`src/rtl/seq_mag_cmp_pkg.sv`:
```
// seq_mag_cmp_pkg: shared state, result encodings and cascade resolution for seq_mag_cmp
package seq_mag_cmp_pkg;
  typedef enum logic {IDLE, CMP} state_t;
  localparam logic [2:0] RES_GT   = 3'b100;
  localparam logic [2:0] RES_LT   = 3'b010;
  localparam logic [2:0] RES_EQ   = 3'b001;
  localparam logic [2:0] RES_NONE = 3'b000;
  localparam logic [2:0] RES_BOTH = 3'b110;
  // cas is {iagb, iasb, iaeb}; result is {qagb, qasb, qaeb}, 74HC85 truth table with iaeb dominant
  function automatic logic [2:0] cascade_res(input logic [2:0] cas);
    return cas[0] ? RES_EQ :
           cas[2:1] == 2'b10 ? RES_GT :
           cas[2:1] == 2'b01 ? RES_LT :
           cas[2] ? RES_NONE : RES_BOTH;
  endfunction
endpackage

```
`src/rtl/seq_mag_cmp_if.sv`:
```
// seq_mag_cmp_if: request/operand/result bundle of the sequential magnitude comparator
interface seq_mag_cmp_if #(parameter int WIDTH = 16);
  logic             start;
  logic [WIDTH-1:0] a;
  logic [WIDTH-1:0] b;
  logic             iagb;
  logic             iasb;
  logic             iaeb;
  logic             busy;
  logic             done;
  logic             qagb;
  logic             qasb;
  logic             qaeb;
  modport master (output start, a, b, iagb, iasb, iaeb, input busy, done, qagb, qasb, qaeb);
  modport slave  (input start, a, b, iagb, iasb, iaeb, output busy, done, qagb, qasb, qaeb);
endinterface

```
`src/rtl/seq_mag_cmp_slice_cmp.sv`:
```
// slice_cmp: combinational unsigned compare of one SLICE-bit slice
module slice_cmp #(
  parameter int SLICE = 4
) (
  input  logic [SLICE-1:0] a,
  input  logic [SLICE-1:0] b,
  output logic             gt,
  output logic             lt
);
  assign gt = a > b;
  assign lt = a < b;
endmodule

```
`src/rtl/seq_mag_cmp.sv`:
```
// seq_mag_cmp: multi-cycle MSB-slice-first magnitude compare with early exit; SEQ_MAG_CMP_SIGNED_EN selects two's complement operands
module seq_mag_cmp
  import seq_mag_cmp_pkg::*;
#(
  parameter int WIDTH = 16,
  parameter int SLICE = 4
) (
  input logic          clk,
  input logic          rst,
  seq_mag_cmp_if.slave bus
);
  localparam int NSLICE = WIDTH / SLICE;
  localparam int IW = NSLICE > 1 ? $clog2(NSLICE) : 1;
  if (SLICE < 1 || SLICE > WIDTH || WIDTH % SLICE != 0) begin : g_bad_cfg
    $error("seq_mag_cmp: WIDTH must be a non-zero multiple of SLICE");
  end
  state_t                       state, state_nx;
  logic [IW-1:0]                idx, idx_nx;
  logic [WIDTH-1:0]             a_q, b_q, a_in, b_in;
  logic [NSLICE-1:0][SLICE-1:0] a_v, b_v;
  logic [2:0]                   cas_q, res, res_nx;
  logic                         done, done_nx, load, gt, lt;
`ifdef SEQ_MAG_CMP_SIGNED_EN
  localparam logic [WIDTH-1:0] FLIP = WIDTH'(1) << (WIDTH - 1);
  assign a_in = bus.a ^ FLIP;
  assign b_in = bus.b ^ FLIP;
`else
  assign a_in = bus.a;
  assign b_in = bus.b;
`endif
  assign a_v = a_q;
  assign b_v = b_q;
  slice_cmp #(.SLICE(SLICE)) u_slice (.a(a_v[idx]), .b(b_v[idx]), .gt(gt), .lt(lt));
  // next state: accept in IDLE, walk slices down in CMP until a difference or the last slice
  always_comb begin
    state_nx = state;
    idx_nx   = idx;
    res_nx   = res;
    done_nx  = 1'b0;
    load     = 1'b0;
    if (state == IDLE) begin
      if (bus.start) begin
        state_nx = CMP;
        idx_nx   = IW'(NSLICE - 1);
        load     = 1'b1;
      end
    end else if (gt || lt || idx == '0) begin
      state_nx = IDLE;
      done_nx  = 1'b1;
      res_nx   = gt ? RES_GT : lt ? RES_LT : cascade_res(cas_q);
    end else begin
      idx_nx = idx - 1'b1;
    end
  end
  // state, slice index, captured operands and held result
  always_ff @(posedge clk or posedge rst) begin
    if (rst) begin
      state <= IDLE;
      idx   <= '0;
      a_q   <= '0;
      b_q   <= '0;
      cas_q <= '0;
      res   <= RES_NONE;
      done  <= 1'b0;
    end else begin
      state <= state_nx;
      idx   <= idx_nx;
      res   <= res_nx;
      done  <= done_nx;
      if (load) begin
        a_q   <= a_in;
        b_q   <= b_in;
        cas_q <= {bus.iagb, bus.iasb, bus.iaeb};
      end
    end
  end
  assign bus.busy = state == CMP;
  assign bus.done = done;
  assign {bus.qagb, bus.qasb, bus.qaeb} = res;
endmodule

```
`src/flat_wrapper.sv`:
```
// flat-port wrapper written by rule: the top's interface ports become plain ports
module seq_mag_cmp_flat import seq_mag_cmp_pkg::*;
#(
  parameter int WIDTH = 16,
  parameter int SLICE = 4
)
  (clk, rst, bus_start, bus_a, bus_b, bus_iagb, bus_iasb, bus_iaeb, bus_busy, bus_done, bus_qagb, bus_qasb, bus_qaeb);
  seq_mag_cmp_if #(.WIDTH(WIDTH)) bus_i ();
  input logic clk;
  input logic rst;
  input wire logic [$bits(bus_i.start)-1:0] bus_start;
  input wire logic [$bits(bus_i.a)-1:0] bus_a;
  input wire logic [$bits(bus_i.b)-1:0] bus_b;
  input wire logic [$bits(bus_i.iagb)-1:0] bus_iagb;
  input wire logic [$bits(bus_i.iasb)-1:0] bus_iasb;
  input wire logic [$bits(bus_i.iaeb)-1:0] bus_iaeb;
  output wire logic [$bits(bus_i.busy)-1:0] bus_busy;
  output wire logic [$bits(bus_i.done)-1:0] bus_done;
  output wire logic [$bits(bus_i.qagb)-1:0] bus_qagb;
  output wire logic [$bits(bus_i.qasb)-1:0] bus_qasb;
  output wire logic [$bits(bus_i.qaeb)-1:0] bus_qaeb;
  assign bus_i.start = bus_start;
  assign bus_i.a = bus_a;
  assign bus_i.b = bus_b;
  assign bus_i.iagb = bus_iagb;
  assign bus_i.iasb = bus_iasb;
  assign bus_i.iaeb = bus_iaeb;
  assign bus_busy = bus_i.busy;
  assign bus_done = bus_i.done;
  assign bus_qagb = bus_i.qagb;
  assign bus_qasb = bus_i.qasb;
  assign bus_qaeb = bus_i.qaeb;
  seq_mag_cmp #(.WIDTH(WIDTH), .SLICE(SLICE)) u_core (.clk(clk), .rst(rst), .bus(bus_i));
endmodule
```
`config.mk`:
```
export PLATFORM = sky130hd
export DESIGN_NAME = seq_mag_cmp_flat
export DESIGN_NICKNAME = d
export VERILOG_FILES = /design/src/rtl/seq_mag_cmp_pkg.sv /design/src/rtl/seq_mag_cmp_if.sv /design/src/rtl/seq_mag_cmp_slice_cmp.sv /design/src/rtl/seq_mag_cmp.sv /design/src/flat_wrapper.sv
export SDC_FILE = /design/constraint.sdc
export NUM_CORES = 1
export LEC_CHECK = 0
export BUFFER_PORTS_ARGS = -buffer_cell sky130_fd_sc_hd__buf_4
export CORE_ASPECT_RATIO = 2
export CORE_MARGIN = 3
export CORE_UTILIZATION = 55
export CTS_BUF_LIST = sky130_fd_sc_hd__clkbuf_8
export DETAILED_ROUTE_END_ITERATION = 12
export GPL_ROUTABILITY_DRIVEN = 0
export MAX_ROUTING_LAYER = met4
export PLACE_DENSITY = 0.8
export SLEW_MARGIN = 0
export SYNTH_ARGS = -nofsm -noshare
export SYNTH_HDL_FRONTEND = slang
export SYNTH_HIERARCHICAL = 1
export SYNTH_SLANG_ARGS = --single-unit
```
`constraint.sdc`:
```
create_clock -name clk -period 2.9 [get_ports clk]
set_input_delay 0.145 -clock clk [delete_from_list [all_inputs] [get_ports clk]]
set_output_delay 0.145 -clock clk [all_outputs]
set_load 0.01 [all_outputs]
```
==> run summary, run 1 <==
Clk Latency, worst-skew pair - 0.29 ns
Max-Cap Viols - 0
Final-report setup violation count - 0
Internal power - 1.823 mW
Initial antenna violation count - 0
Most frequent cells in the layout - buf_4, dfrtp_1, mux2_4
Critical Path Fanout Max - 11
# nets final - 220
Cell count after placement - 218
Worst Setup Start Kind - flop
R2R setup slack - 0.25 ns
Seq/Total Area, Yosys - 50.21%
Hold Vio Cnt, Final - 0
Fmax - 0.3772 GHz
Switching share of total power - 32.18%
Pwr dens - 1068 nW/µm²
Bufs on Longest Clock Path - 2
Starting Density - 57.41%
Final Cycle Share - 91.42%
Port Buffer Count - 42
Detailed Route WL - 3877 µm
Site Rows - 31
WHS - 0.08016 ns
Vias in the first global route - 1346
Yosys cell types - 27
Syn. warnings - 6
Req. time, crit path - 3.12 ns
H-tree depth reported by CTS - 2
Util after Layout - 69.01%
Worst Setup Path Type - reg -> reg
Psw - 865.2 µW
Buf/Inv on CP - 0
Worst-path clk slew - 0.08 ns
RSZ-0062 raised after global routing - no
Status - complete, no violations
CTS sink cnt - 42
Tot GR Track Use - 18.70%
Post-Syn Area - 2093 µm²
Synthesized area per cell - 16.10 µm²
CTS buffer count - 5
I/O Pins - 43
Final Skew - 0.009702 ns
Pin count of the biggest net entering global routing - 43
Post-CTS setup buffer count - 0
CP Cell Sequence - mux4_2, ha_1, nor2b_4, o21bai_1, a2bb2oi_1, nor4b_4, or2_1, a2bb2oi_1
Clock root cell - clkbuf_8
Sequential Power Share - 39.6%
WL per Instance - 17.08 µm
Total iterations of the first detailed-routing run - 2
First-pass GRT wire length - 6320 µm
Max Transition Viols Final - 0
Diodes inserted - 0
Die area - 4627 µm²
Flops & latches, synth - 42
Setup TNS - 0 ns
Post-Syn Nets - 173
Worst Max-Slew Pin Slew - 0.6193 ns
Critical path arrival - 2.87 ns
Antenna viol nets, final - 0
Die height - 93.25 µm
Area Overhead vs Synth - 20.20%
Vias after detailed routing - 1217
Grt total ovfl - 0
Final Critical Period - 2.651 ns
Slowest stage delay, CP - 0.55 ns
Lkg Pwr - 1.228 nW
Initial drt markers - 5
CTS tree - built
Cell count after synthesis - 130
Clock Power Share - 14.1%
Commonest non-fill, non-tap cell in the layout - buf_4
Die X - 49.62 µm
Slew headroom - 58.72%
Delay-heaviest family, CP - simple AND/OR/NAND/NOR gates
Share of layout cells above drive strength 1 - 55.62%
Routed vias/inst - 5.361
Hold Path Class - in -> reg
Max VDD drop - 0.0006307 V
CORE AREA - 3646 µm²
Total chip power - 2.688 mW
Gate power share - 46.4%
Detail Placement HPWL - 2939 µm
Final std cells w/o fill - 227
Residual DRC - 0
Crit-path slowest cell - dfrtp_2
Most frequent CP cell - a2bb2oi_1
CP Capture Type - flop
## kinds of logic (layout without fill, tap and decap cells)
| group | after synthesis | count (layout) | synth area share, % |
|---|---|---|---|
| multiplexers | 43 | 43 | 32.64 |
| flip-flops | 42 | 42 | 50.21 |
| buffers and inverters | 15 | 63 | 5.619 |
| AND/OR/NAND/NOR | 14 | 14 | 4.842 |
| AO/OA/AOI/OAI | 11 | 11 | 3.706 |
| adder cells (fa/ha/maj) | 5 | 5 | 2.989 |
## worst reg2reg max path: cells and delay by family, from the launching register on
kind | cells | cell delay (ns)
fa+ha+maj | 1 | 0.32
simple gates | 3 | 0.68
mux | 1 | 0.55
compound gates | 3 | 0.48
flops | 1 | 0.55
## cell usage after synthesis
master / number / share of area (%)
buf_4: 1 / 0.36
mux4_2: 8 / 8.6
o21bai_1: 2 / 0.72
mux2_4: 29 / 21
nor2b_4: 1 / 0.66
dfrtp_1: 42 / 50
a2bb2oi_1: 2 / 0.84
a22oi_1: 1 / 0.36
buf_6: 1 / 0.54
or2_1: 1 / 0.30
buf_2: 1 / 0.24
nor3_1: 1 / 0.24
nand2_1: 5 / 0.90
inv_1: 9 / 1.6
a21oi_1: 2 / 0.48
ha_1: 5 / 3.0
nor2_1: 1 / 0.18
mux2_2: 6 / 3.2
o32ai_1: 1 / 0.42
o21ai_0: 2 / 0.48
nand2b_1: 1 / 0.30
buf_12: 3 / 2.9
nor4b_4: 1 / 1.1
nor4b_1: 1 / 0.42
o31a_1: 1 / 0.42
nor2b_2: 1 / 0.42
and2_1: 1 / 0.30
## registers in the layout, indices dropped and copies added, names as in the netlist
signal / count
u_core/b_q: 16
u_core/res: 3
u_core/a_q: 16
u_core/bus.done: 1
u_core/bus.busy: 1
u_core/cas_q: 3
u_core/idx: 2
## final cells by class
type                       count  area, µm²
inverter                       9      33.78
fill                         275       1130
sequential                    42       1052
multi-input combinational     73      929.6
timing repair buffer          46      347.8
clock buffer                   6      82.58
clock inverter                 2      8.758
tap                           49      61.31
## power by group through the flow
stage                     Sequential [mW]  Combinational (mW)  Clock (mW)
final                                1.06                1.25       0.378
after global routing                 1.10                1.34       0.415
after CTS                            1.07                1.25       0.390
after detailed placement             1.07                1.25           0
after global placement               1.06                1.18           0
after floorplan                     0.983                1.05           0
## metrics by stage
stage	instance area [µm²]	worst slack (ns)
4_1_cts	2515	0.08420
5_1_grt	2516	0.1306
3_3_place_gp	2414	0.2326
3_5_place_dp	2414	0.1080
6_report	2516	0.2487
2_1_floorplan	2093	0.4311
## final timing paths
check                                                from                    endpoint  cells past startpoint
worst min register to register  u_core/res[2]$_DFFE_PP0P_   u_core/res[2]$_DFFE_PP0P_                      2
min in group asynchronous                             rst  u_core/b_q[10]$_DFFE_PP0P_                      4
worst max register to register  u_core/idx[0]$_DFFE_PP0P_   u_core/idx[1]$_DFFE_PP0P_                      8
worst max-delay path            u_core/idx[0]$_DFFE_PP0P_   u_core/idx[1]$_DFFE_PP0P_                      8
max in group asynchronous                             rst   u_core/idx[0]$_DFFE_PP0P_                      4
worst min-delay path                             bus_b[3]   u_core/b_q[3]$_DFFE_PP0P_                      2
## what timing repair did
action,4_1_cts,5_1_grt
hold endpoints to repair,23,0
gates resized for setup,0,1
hold buffers,1,0
setup endpoints to repair,0,3
## per-layer routing
metal	vias up	part of all wire (%)	routed length (µm)	GRT usage, %
li1	557	-	-	-
met1	624	36	1414	20.02
met2	30	58	2246	33.08
met3	6	3.9	150	3.668
met4	0	1.7	65	7.621
met5	-	0	0	-
(Power assumes the default switching activity.)
==> run 2, diff against run 1 <==
--- a/config.mk
+++ b/config.mk
@@ -17,5 +17,4 @@
 export SLEW_MARGIN = 0
 export SYNTH_ARGS = -nofsm -noshare
 export SYNTH_HDL_FRONTEND = slang
-export SYNTH_HIERARCHICAL = 1
 export SYNTH_SLANG_ARGS = --single-unit
==> run summary, run 2 <==
Status - complete, no violations
Area Overhead vs Synth - 22.60%
Max Transition Viols Final - 0 (unchanged)
WL per Instance - 16.11 µm (-5.7%)
Detail Placement HPWL - 2676 µm (-9.0%)
Worst-path clk slew - 0.08 ns (about the same)
Gate power share - 39.1% (-7.3 points)
R2R Path End - u_core.idx[1]$_DFFE_PP0P_
Most frequent cells in the layout - buf_4, dfrtp_1, mux2_2
Max VDD drop - 0.0006934 V (+9.9%)
H-tree depth reported by CTS - 2 (unchanged)
RSZ-0062 raised after global routing - no
Initial drt markers - 10 (+5)
Clock root cell - clkbuf_8
Clock Power Share - 18.4% (+4.3 points)
Fmax - 0.4193 GHz (+11%)
Vias in the first global route - 1373 (+2.0%)
CP Capture Type - flop
Critical Path Start - u_core.idx[0]$_DFFE_PP0P_
Post-Syn Nets - 172 (-0.58%)
Max-Cap Viols - 0 (unchanged)
Critical path arrival - 2.61 ns (-0.26 ns)
Most frequent cell after synthesis - dfrtp_1
Residual DRC - 0 (unchanged)
Antenna viol nets, final - 0 (unchanged)
Routed vias/inst - 5.356 (-0.11%)
Synth area leader - dfrtp_1
CTS buffer count - 5 (unchanged)
Final Critical Period - 2.385 ns (-0.2662 ns)
Final Skew - 0.006510 ns (-0.003192 ns)
Grt total ovfl - 0 (unchanged)
Initial antenna violation count - 0 (unchanged)
Vias after detailed routing - 1205 (-0.99%)
Hold Path Class - in -> reg
Switching share of total power - 30.19% (-2.0 points)
First-pass GRT wire length - 6354 µm (+0.54%)
Req. time, crit path - 3.12 ns (about the same)
Hold Vio Cnt, Final - 0 (unchanged)
Die X - 48.98 µm (-1.3%)
Port Buffer Count - 42 (unchanged)
Delay-heaviest family, CP - multiplexers
Synth top area share - 51.72% (+1.5 points)
Syn. warnings - 0 (-6)
Commonest non-fill, non-tap cell in the layout - buf_4
Starting Density - 58.84% (+1.4 points)
Total iterations of the first detailed-routing run - 3 (+1)
Worst Reg-to-Reg Cells - 6 (-2)
Final instance area - 2491 µm² (-0.99%)
Clk Latency, worst-skew pair - 0.29 ns (about the same)
Yosys cell types - 26 (-3.7%)
CTS tree - built
Setup crit end - u_core.idx[1]$_DFFE_PP0P_
Origin of the critical flop-to-flop path - u_core.idx[0]$_DFFE_PP0P_
Die height - 91.96 µm (-1.4%)
CORE AREA - 3453 µm² (-5.3%)
Flops & latches, synth - 42 (unchanged)
Internal power - 1.463 mW (-20%)
Total chip power - 2.096 mW (-22%)
Share of flip-flops with an asynchronous set or reset - 100.0% (unchanged)
Synthesized area per cell - 15.75 µm² (-2.2%)
Seq/Total Area, Yosys - 51.72% (+1.5 points)
Setup TNS - 0 ns (unchanged)
Worst Max-Slew Pin Slew - 0.5106 ns (-0.1086 ns)
Crit-path slowest cell - mux4_2
Diodes inserted - 0 (unchanged)
Worst Setup Start Kind - flop
Util after Layout - 72.14% (+3.1 points)
Top Registers - u_core.a_q x16, u_core.b_q x16
Sequential Power Share - 42.5% (+2.9 points)
R2R setup slack - 0.51 ns (+0.27 ns)
Share of layout cells above drive strength 1 - 57.06% (+1.4 points)
Bufs on Longest Clock Path - 2 (unchanged)
Final Cycle Share - 82.25% (-9.2 points)
CTS sink cnt - 42 (unchanged)
Site Rows - 30 (-3.2%)
Synth top area cells - dfrtp_1, mux2_4, mux2_2
Tot GR Track Use - 19.03% (+0.33 points)
Post-CTS setup buffer count - 0 (unchanged)
Post-Syn Area - 2032 µm² (-2.9%)
# nets final - 219 (-0.45%)
Cell count after synthesis - 129 (-0.77%)
Pwr dens - 841.2 nW/µm² (-21%)
WP depth - 6 (-2)
Die area - 4504 µm² (-2.7%)
Placed Instance Area - 2386 µm² (-1.1%)
Synth Flop Type - dfrtp_1
CP Cell Sequence - buf_4, mux4_2, ha_1, nand4_2, nor4b_4, mux2i_1
Lkg Pwr - 1.169 nW (-4.8%)
Final-report setup violation count - 0 (unchanged)
Post-synth top cells - dfrtp_1, mux2_2, mux2_4
Pin count of the biggest net entering global routing - 43 (unchanged)
Buf/Inv on CP - 1 (+1)
I/O Pins - 43 (unchanged)
Slew headroom - 65.96% (+7.2 points)
Detailed Route WL - 3625 µm (-6.5%)
Critical Path Fanout Max - 8 (-3)
Worst Setup Path Type - reg -> reg
Slowest stage delay, CP - 0.51 ns (-0.04 ns)
Number of synthesized flops with an enable pin - 0 (unchanged)
Psw - 632.6 µW (-27%)
==> run 2: cell count changes in the layout (fill, tap and decap cells not counted), sizes merged, moves of 2 or more <==
cell	previous run	this run
mux2i	0	2
a2bb2oi	2	0
a21oi	2	0
nand2	5	1
nor2	1	3
o21bai	2	0
==> run 2: worst min path at each step <==
stage / depth (start not counted) / startpoint / slack [ns] / to
final: 2 / bus_a[13] / 0.08 / u_core.a_q[13]$_DFFE_PP0P_
after global routing: 2 / bus_b[13] / 0.07 / u_core.b_q[13]$_DFFE_PP0P_
after CTS: 2 / bus_b[4] / 0.07 / u_core.b_q[4]$_DFFE_PP0P_
after detailed placement: 3 / rst / 0.31 / u_core.b_q[3]$_DFFE_PP0P_
after global placement: 3 / rst / 0.29 / u_core.b_q[3]$_DFFE_PP0P_
after floorplan: 1 / bus_a[15] / 0.29 / u_core.a_q[15]$_DFFE_PP0P_
==> run 2: power groups by stage <==
stage,clock network [mW],logic (mW),registers [mW]
after floorplan,0,0.651,0.866
after global placement,0,0.776,0.896
after detailed placement,0,0.813,0.903
after CTS,0.397,0.835,0.894
after global routing,0.423,0.906,0.920
final,0.386,0.819,0.891
==> run 2: what timing repair did <==
item                                   in CTS  in global routing
gates resized for setup                     0                  0
hold buffers                                1                  0
endpoints found under the hold margin      11                  0
==> run 2: layer usage <==
layer	global-route usage [%]	wire (µm)	vias to the layer above
met5	-	0	-
met1	19.87	1306	605
met4	8.314	95	0
met2	32.84	2059	31
li1	-	-	560
met3	5.366	163	9
==> run 2: area by class of cell <==
cell class                      instances  area (µm²)
Inverter                                9       33.78
Sequential cell                        42        1051
Clock buffer                            6       82.58
Timing Repair Buffer                   46       347.8
Tap cell                               48       60.06
Multi-Input combinational cell         72       903.4
Fill cell                             254       962.2
Clock inverter                          2       12.51
==> run 2: worst reg2reg max path: stages (launching register included) <==
cell and delay (ns):
dfrtp_1 0.46, buf_4 0.24, mux4_2 0.51, ha_1 0.30
nand4_2 0.20, nor4b_4 0.39, mux2i_1 0.22
==> run 2: cells by family after synthesis <==
kind of cell             synth area share [%]
flip-flops                              51.72
buffers and inverters                   4.187
AND/OR/NAND/NOR                         6.035
multiplexers                            32.39
AO/OA/AOI/OAI                           2.587
adder cells (fa/ha/maj)                 3.079
==> run 2: metrics by stage <==
step	worst slack (ns)	hold WS, ns	cells
floorplan	0.7487	0.2930	129
global placement	0.5788	0.2933	216
detailed placement	0.5178	0.3131	216
CTS	0.4521	0.06834	225
global route	0.2744	0.06515	225
finish	0.5149	0.07671	225
